<file path="src/rtl/stream_source_module.sv">
// Buffered stream source: a small FIFO feeds a valid/ready output port.
// Beats are framed into fixed-length packets, and accepted beats are counted.
module stream_source_module #(
  parameter int unsigned DATA_WIDTH = 8,
  parameter int unsigned FIFO_DEPTH = 4,
  parameter int unsigned PKT_LEN    = 4
) (
  input  logic                          clk,
  input  logic                          reset,
  input  logic                          wr_valid,
  output logic                          wr_ready,
  input  logic [DATA_WIDTH-1:0]         wr_data,
  input  logic                          tx_enable,
  output logic                          stream_out_valid,
  input  logic                          stream_out_ready,
  output logic [DATA_WIDTH-1:0]         stream_out_data,
  output logic                          stream_out_last,
  output logic [$clog2(FIFO_DEPTH):0]   fifo_level,
  output logic [15:0]                   words_sent
);

  localparam int unsigned PTR_W  = $clog2(FIFO_DEPTH);
  localparam int unsigned LVL_W  = PTR_W + 1;
  localparam int unsigned BEAT_W = (PKT_LEN > 1) ? $clog2(PKT_LEN) : 1;

  if (FIFO_DEPTH < 2 || (FIFO_DEPTH & (FIFO_DEPTH - 1)) != 0) begin : g_bad_depth
    $error("FIFO_DEPTH must be a power of two and at least 2");
  end
  if (PKT_LEN < 1) begin : g_bad_pkt_len
    $error("PKT_LEN must be at least 1");
  end

  typedef enum logic {
    IDLE = 1'b0,
    SEND = 1'b1
  } state_t;

  state_t                  state;
  logic [DATA_WIDTH-1:0]   mem [FIFO_DEPTH];
  logic [PTR_W-1:0]        wr_ptr;
  logic [PTR_W-1:0]        rd_ptr;
  logic [BEAT_W-1:0]       beat_cnt;
  logic                    do_wr;
  logic                    do_pop;
  logic [LVL_W-1:0]        level_next;

  // Full is judged on the current level, so a pop in the same cycle never frees a slot early.
  assign wr_ready         = (fifo_level != LVL_W'(FIFO_DEPTH));
  assign do_wr            = wr_valid && wr_ready;
  assign do_pop           = stream_out_valid && stream_out_ready;
  assign level_next       = fifo_level + LVL_W'(do_wr) - LVL_W'(do_pop);

  assign stream_out_valid = (state == SEND);
  assign stream_out_data  = mem[rd_ptr];
  assign stream_out_last  = (beat_cnt == BEAT_W'(PKT_LEN - 1));

  // Storage is deliberately left out of reset; only the pointers are cleared.
  always_ff @(posedge clk) begin
    if (do_wr) begin
      mem[wr_ptr] <= wr_data;
    end
  end

  always_ff @(posedge clk or posedge reset) begin
    if (reset) begin
      state      <= IDLE;
      wr_ptr     <= '0;
      rd_ptr     <= '0;
      fifo_level <= '0;
      beat_cnt   <= '0;
      words_sent <= '0;
    end else begin
      fifo_level <= level_next;

      if (do_wr) begin
        wr_ptr <= wr_ptr + PTR_W'(1);
      end

      if (do_pop) begin
        rd_ptr     <= rd_ptr + PTR_W'(1);
        words_sent <= words_sent + 16'd1;
        beat_cnt   <= stream_out_last ? '0 : beat_cnt + BEAT_W'(1);
      end

      // Once valid is raised it is held until the beat is taken.
      case (state)
        IDLE: begin
          if (tx_enable && fifo_level != '0) begin
            state <= SEND;
          end
        end
        SEND: begin
          if (do_pop && (level_next == '0 || !tx_enable)) begin
            state <= IDLE;
          end
        end
        default: state <= IDLE;
      endcase
    end
  end

endmodule

</file>
<file path="config.mk">
export PLATFORM = sky130hd
export DESIGN_NAME = stream_source_module
export DESIGN_NICKNAME = d
export VERILOG_FILES = /design/src/rtl/stream_source_module.sv
export SDC_FILE = /design/constraint.sdc
export NUM_CORES = 1
export LEC_CHECK = 0
export CORE_MARGIN = 2
export CORE_UTILIZATION = 50
export CTS_CLUSTER_SIZE = 28
export DETAILED_ROUTE_END_ITERATION = 12
export GPL_ROUTABILITY_DRIVEN = 0
export PLACE_DENSITY = 0.76
export SYNTH_ARGS = -nofsm -noshare
export SYNTH_HDL_FRONTEND = slang
export SYNTH_SLANG_ARGS = --single-unit
</file>
<file path="constraint.sdc">
create_clock -name clk -period 2.7 [get_ports clk]
set_input_delay 0.27 -clock clk [delete_from_list [all_inputs] [get_ports clk]]
set_output_delay 0.27 -clock clk [all_outputs]
set_load 0.01 [all_outputs]
</file>
# == Word-level counts from Yosys, hierarchy flattened ==
# Memories as Yosys holds them, arrays and structs flattened.
# Index checks and enable logic that the tools add are counted.
# classes
muxes,6
reduce_logical,8
n_bitwise,1
n_eq_ne,2
addsub,6
# op_table
cell,count
$add 16x1->16 const B,1
$add 2x1->2 const B,3
$logic_and 1x1->1,4
$mux 1,4
$add 3x1->3,1
$logic_not 3->1,1
$ne 3x3->1 const B,1
$reduce_bool 3->1,1
$sub 3x1->3,1
$eq 2x2->1 const B,1
$mux 2,1
$pmux 1 s2,1
$logic_not 1->1,1
$logic_or 1x1->1,1
$not 1->1,1
# totals
memories,1
ff_bits,26
out_inout_bits,30
in_bits,13
ramBits,32
# mem_list
memory,depth,width,read_ports,rd_clocked_by_memory_dff,write_ports,line,source
mem,4,8,1,0,1,39,logic [DATA_WIDTH-1:0] mem [FIFO_DEPTH];

# == Depth between registers and ports, before layout ==
# depth
word_depth,9
ltp_mapped,13

# == Worst setup path before layout ==
# No wires, ideal clock.
# synth_path
path_kind,reg-to-reg
startpoint,register fifo_level[1]
endpoint,register state (netlist: stream_out_valid)
t_arrival_ns,2.282
path_slack_ns,0.289
required_time_ns,2.570
setup_time_ns,0.130
stages_incl_launch_ff,14
cell_sequence,dfrtp_1 -> nor2_1 -> nand2_1 -> and2_1 -> inv_1 -> ha_1 -> inv_1 -> ha_1 -> inv_1 -> fa_1 -> xnor2_1 -> xnor2_1 -> nor4_1 -> a21oi_1
# synth_between
elab_chain_len,9
# synth_lines
element,line,source
"start, declared",18,"output logic [$clog2(FIFO_DEPTH):0] fifo_level,"
"start signal, assigned",73,fifo_level <= level_next;
$ne 3x3->1,48,assign wr_ready = (fifo_level != LVL_W'(FIFO_DEPTH));
named net wr_ready,11,"output logic wr_ready,"
$logic_and 1x1->1,49,assign do_wr = wr_valid && wr_ready;
$add 3x1->3,51,assign level_next = fifo_level + LVL_W'(do_wr) - LVL_W'(do_pop);
$sub 3x1->3,51,
named net level_next[2],45,logic [LVL_W-1:0] level_next;
$logic_not 3->1,93,if (do_pop && (level_next == '0 || !tx_enable)) begin
$logic_or 1x1->1,93,
$logic_and 1x1->1,93,
$mux 1,93,
$pmux 1 s2,86,case (state)
"end signal, assigned",89,state <= SEND;
"end signal, assigned",94,state <= IDLE;
"end signal, assigned",97,default: state <= IDLE;
"end, declared",38,state_t state;
# The timed path passes the listed nets, and every way through them passes these cells.
# A chain may end at the register's enable or synchronous reset.

# == Final worst setup path ==
# layout_path
startpoint,register fifo_level[1]
endpoint,register state (netlist: stream_out_valid)
# layout_between
elab_chain_len,9
# layout_lines
element,line
$ne 3x3->1,48
$logic_and 1x1->1,49
$add 3x1->3 (*),51
$sub 3x1->3 (*),51
named net level_next[2],45
$logic_not 3->1 (*),93
$logic_or 1x1->1 (*),93
$logic_and 1x1->1 (*),93
$mux 1 (*),93
$pmux 1 s2 (*),86
# Mark *: on every way through the listed nets, which the timed path passes. The rest lies on a longest branch.

==> impl_metrics.env <==
export IMPL_yosys_warnings=0
export IMPL_stdcell_count=264
export IMPL_maxCapViolCount=0
export IMPL_pin_count=43
export IMPL_cts_root_buf="clkbuf_8"
export IMPL_antenna_cells=0
export IMPL_startpoint_type="flop"
export IMPL_drc=0
export IMPL_ys_types=28
export IMPL_setup_slack_ns=0.222
export IMPL_cts_tree="built"
export IMPL_critical_path_class="reg -> reg"
export IMPL_power_density_mw_per_mm2=1000
export IMPL_post_place_ws_ns=0.0774
export IMPL_syn_inst=153
export IMPL_ys_ff_latch=58
export IMPL_final_layout_size_suffix_gt1_share_pct=13.8
export IMPL_hold_violations=0
export IMPL_fin_setup_tns_ns=0
export IMPL_grt_pass1_wl_um=6740
export IMPL_slew_limit_headroom_pct=34.6
export IMPL_grt_max_degree=27
export IMPL_postCtsSetupRepairBufs=0
export IMPL_cp_data_required_time_ns=2.90
export IMPL_syn_area_mm2=0.00241
export IMPL_syn_num_nets=175
export IMPL_initial_utilization_pct=51.3
export IMPL_wl_per_cell_um=15.7
export IMPL_outcome="complete, no violations"
export IMPL_wl_um=4130
export IMPL_dp_hpwl_um=2930
export IMPL_avgSynthCellArea_um2=15.7
export IMPL_use_met1_pct=22.7
export IMPL_numCtsBuffers=9
export IMPL_clk_latency_ns=0.32
export IMPL_antenna_found_initial=0
export IMPL_reg2reg_from="fifo_level[1]"
export IMPL_end_kind="flop"
export IMPL_worst_pin_slew_ns=0.979
export IMPL_period_needed_ns=2.48
export IMPL_p_leak_nw=1.23
export IMPL_clock_fmax_mhz=404
export IMPL_clock_path_buffers=2
export IMPL_rsz0062_at_grt="false"
export IMPL_htreeDepth=3
export IMPL_drv_slew=0
export IMPL_dieArea_mm2=0.00539
export IMPL_use_met2_pct=27.4
export IMPL_n_fill_cell=327
export IMPL_die_y_um=73.4
export IMPL_setup_viol=0
export IMPL_drt_iter0_drc=102
export IMPL_grt_busiest_layer="met2"
export IMPL_grt_pass1_vias=1434
export IMPL_hp_class="in -> async"
export IMPL_num_vias=1394
export IMPL_viasPerCell=5.28
export IMPL_drt_pass1_iterations=4
export IMPL_synth_seq_area_share_pct=66.9
export IMPL_fin_crit_sh_pct=91.8
export IMPL_critPathLaunch="fifo_level[1]"
export IMPL_area_delta_synth_final_pct=27.1
export IMPL_fin_skew_ns=0.00791
export IMPL_critical_path_max_fanout=6
export IMPL_total_power_mw=3.07
export IMPL_cts_hold_buf=0
export IMPL_cts_resized=0
export IMPL_ir_worst_vdd_mv=0.595
export IMPL_clkTransAtPathRegs_ns=0.06
export IMPL_grt_overflow=0
export IMPL_use_met3_pct=4.94
export IMPL_die_w_um=73.4
export IMPL_antenna_left=0
export IMPL_dp_cells=248
export IMPL_track_usage_pct=17.5
export IMPL_clock_sinks=58
export IMPL_nNetsFinal=227
export IMPL_worstPathArrival_ns=2.68
export IMPL_reg2reg_slack_ns=0.22
export IMPL_portBuffers=42
export IMPL_core_mm2=0.00469
export IMPL_rows=25
==> state kept, by name (all words and copies together) (netlist names) <==
signal and count:
beat_cnt 2, fifo_level 3, mem 32, rd_ptr 2
stream_out_valid 1, words_sent 16, wr_ptr 2
==> stage by stage <==
step	utilization (%)	instance area (um^2)	hold slack (ns)
floorplan	-	2410	0.310
global placement	61.7	2890	0.462
detailed placement	61.7	2890	0.476
CTS	65.2	3060	0.490
global route	65.2	3060	0.506
finish	65.2	3060	0.482
==> Yosys cell counts (all sizes together) <==
| cell | number | area, um^2 |
|---|---|---|
| inv | 11 | 41.3 |
| o31ai | 1 | 7.51 |
| xor2 | 2 | 17.5 |
| xnor2 | 18 | 158 |
| a21o | 1 | 8.76 |
| and4 | 1 | 8.76 |
| ha | 8 | 100 |
| o21ai | 1 | 5.00 |
| fa | 1 | 20.0 |
| nand4 | 3 | 25.0 |
| nor4 | 1 | 6.26 |
| clkbuf | 1 | 3.75 |
| edfxtp | 32 | 961 |
| nand2 | 18 | 75.1 |
| mux2 | 1 | 11.3 |
| and3 | 4 | 25.0 |
| nor3 | 4 | 47.5 |
| nor2 | 2 | 7.51 |
| dfrtp | 26 | 651 |
| mux4 | 8 | 180 |
| nand3 | 5 | 25.0 |
| a21oi | 1 | 5.00 |
| and2 | 2 | 12.5 |
| buf | 1 | 5.00 |
==> cell families after synthesis <==
kind of cell	after synthesis	share of synthesized area [%]
AO/OA/AOI/OAI	4	1.09
XOR/XNOR	20	7.28
adder cells (fa/ha/maj)	9	4.99
buffers and inverters	13	2.08
flip-flops	58	66.9
multiplexers	9	7.95
AND/OR/NAND/NOR	40	9.67
==> where the power goes <==
part | internal, mW | switching [mW] | total [mW]
logic | 0.589 | 0.439 | 1.03
registers | 1.17 | 0.217 | 1.39
clock network | 0.350 | 0.303 | 0.653
total | 2.11 | 0.959 | 3.07
==> critical path, stage by stage (launching register included) <==
cell and delay (ns):
dfrtp_2 0.45, nor2_1 0.11, nand2_1 0.13, and2_1 0.23, inv_1 0.07, ha_1 0.22, inv_1 0.06, ha_1 0.14
inv_1 0.05, fa_1 0.37, xnor2_1 0.15, xnor2_1 0.14, nor4_1 0.18, a21oi_1 0.07
==> final timing paths <==
check,to,depth (start not counted)
setup / recovery,stream_out_valid,13
setup reg to reg,stream_out_valid,13
hold / removal,fifo_level[2],2
hold reg to reg,beat_cnt[1],2
min in group clk,beat_cnt[1],2
max in group asynchronous,fifo_level[1],2
==> cell type report <==
type	instances	area (um^2)	area share [%]
sequential	58	1610	52.7
multi-input combinational	82	746	24.4
timing repair buffer	43	428	14.0
clock buffer	12	145	4.74
tap	54	67.6	2.21
inverter	11	41.3	1.35
clock inverter	4	18.8	0.613
==> routing by layer <==
layer / wire length [um] / up-vias
met5: 0 / -
met4: 66 / 0
met3: 224 / 6
met2: 2120 / 42
met1: 1720 / 699
li1: - / 647
==> cell usage in the layout (no fill, tap or decap), types with 3 or more instances in the layout <==
cell,count
clkdlybuf4s50_1,42
edfxtp_1,32
dfrtp_1,25
xnor2_1,18
nand2_1,17
inv_1,11
clkbuf_8,10
mux4_2,8
ha_1,8
nand3_1,5
and3_1,4
clkinv_2,3
No activity file was read; power rests on OpenSTA's default activity.
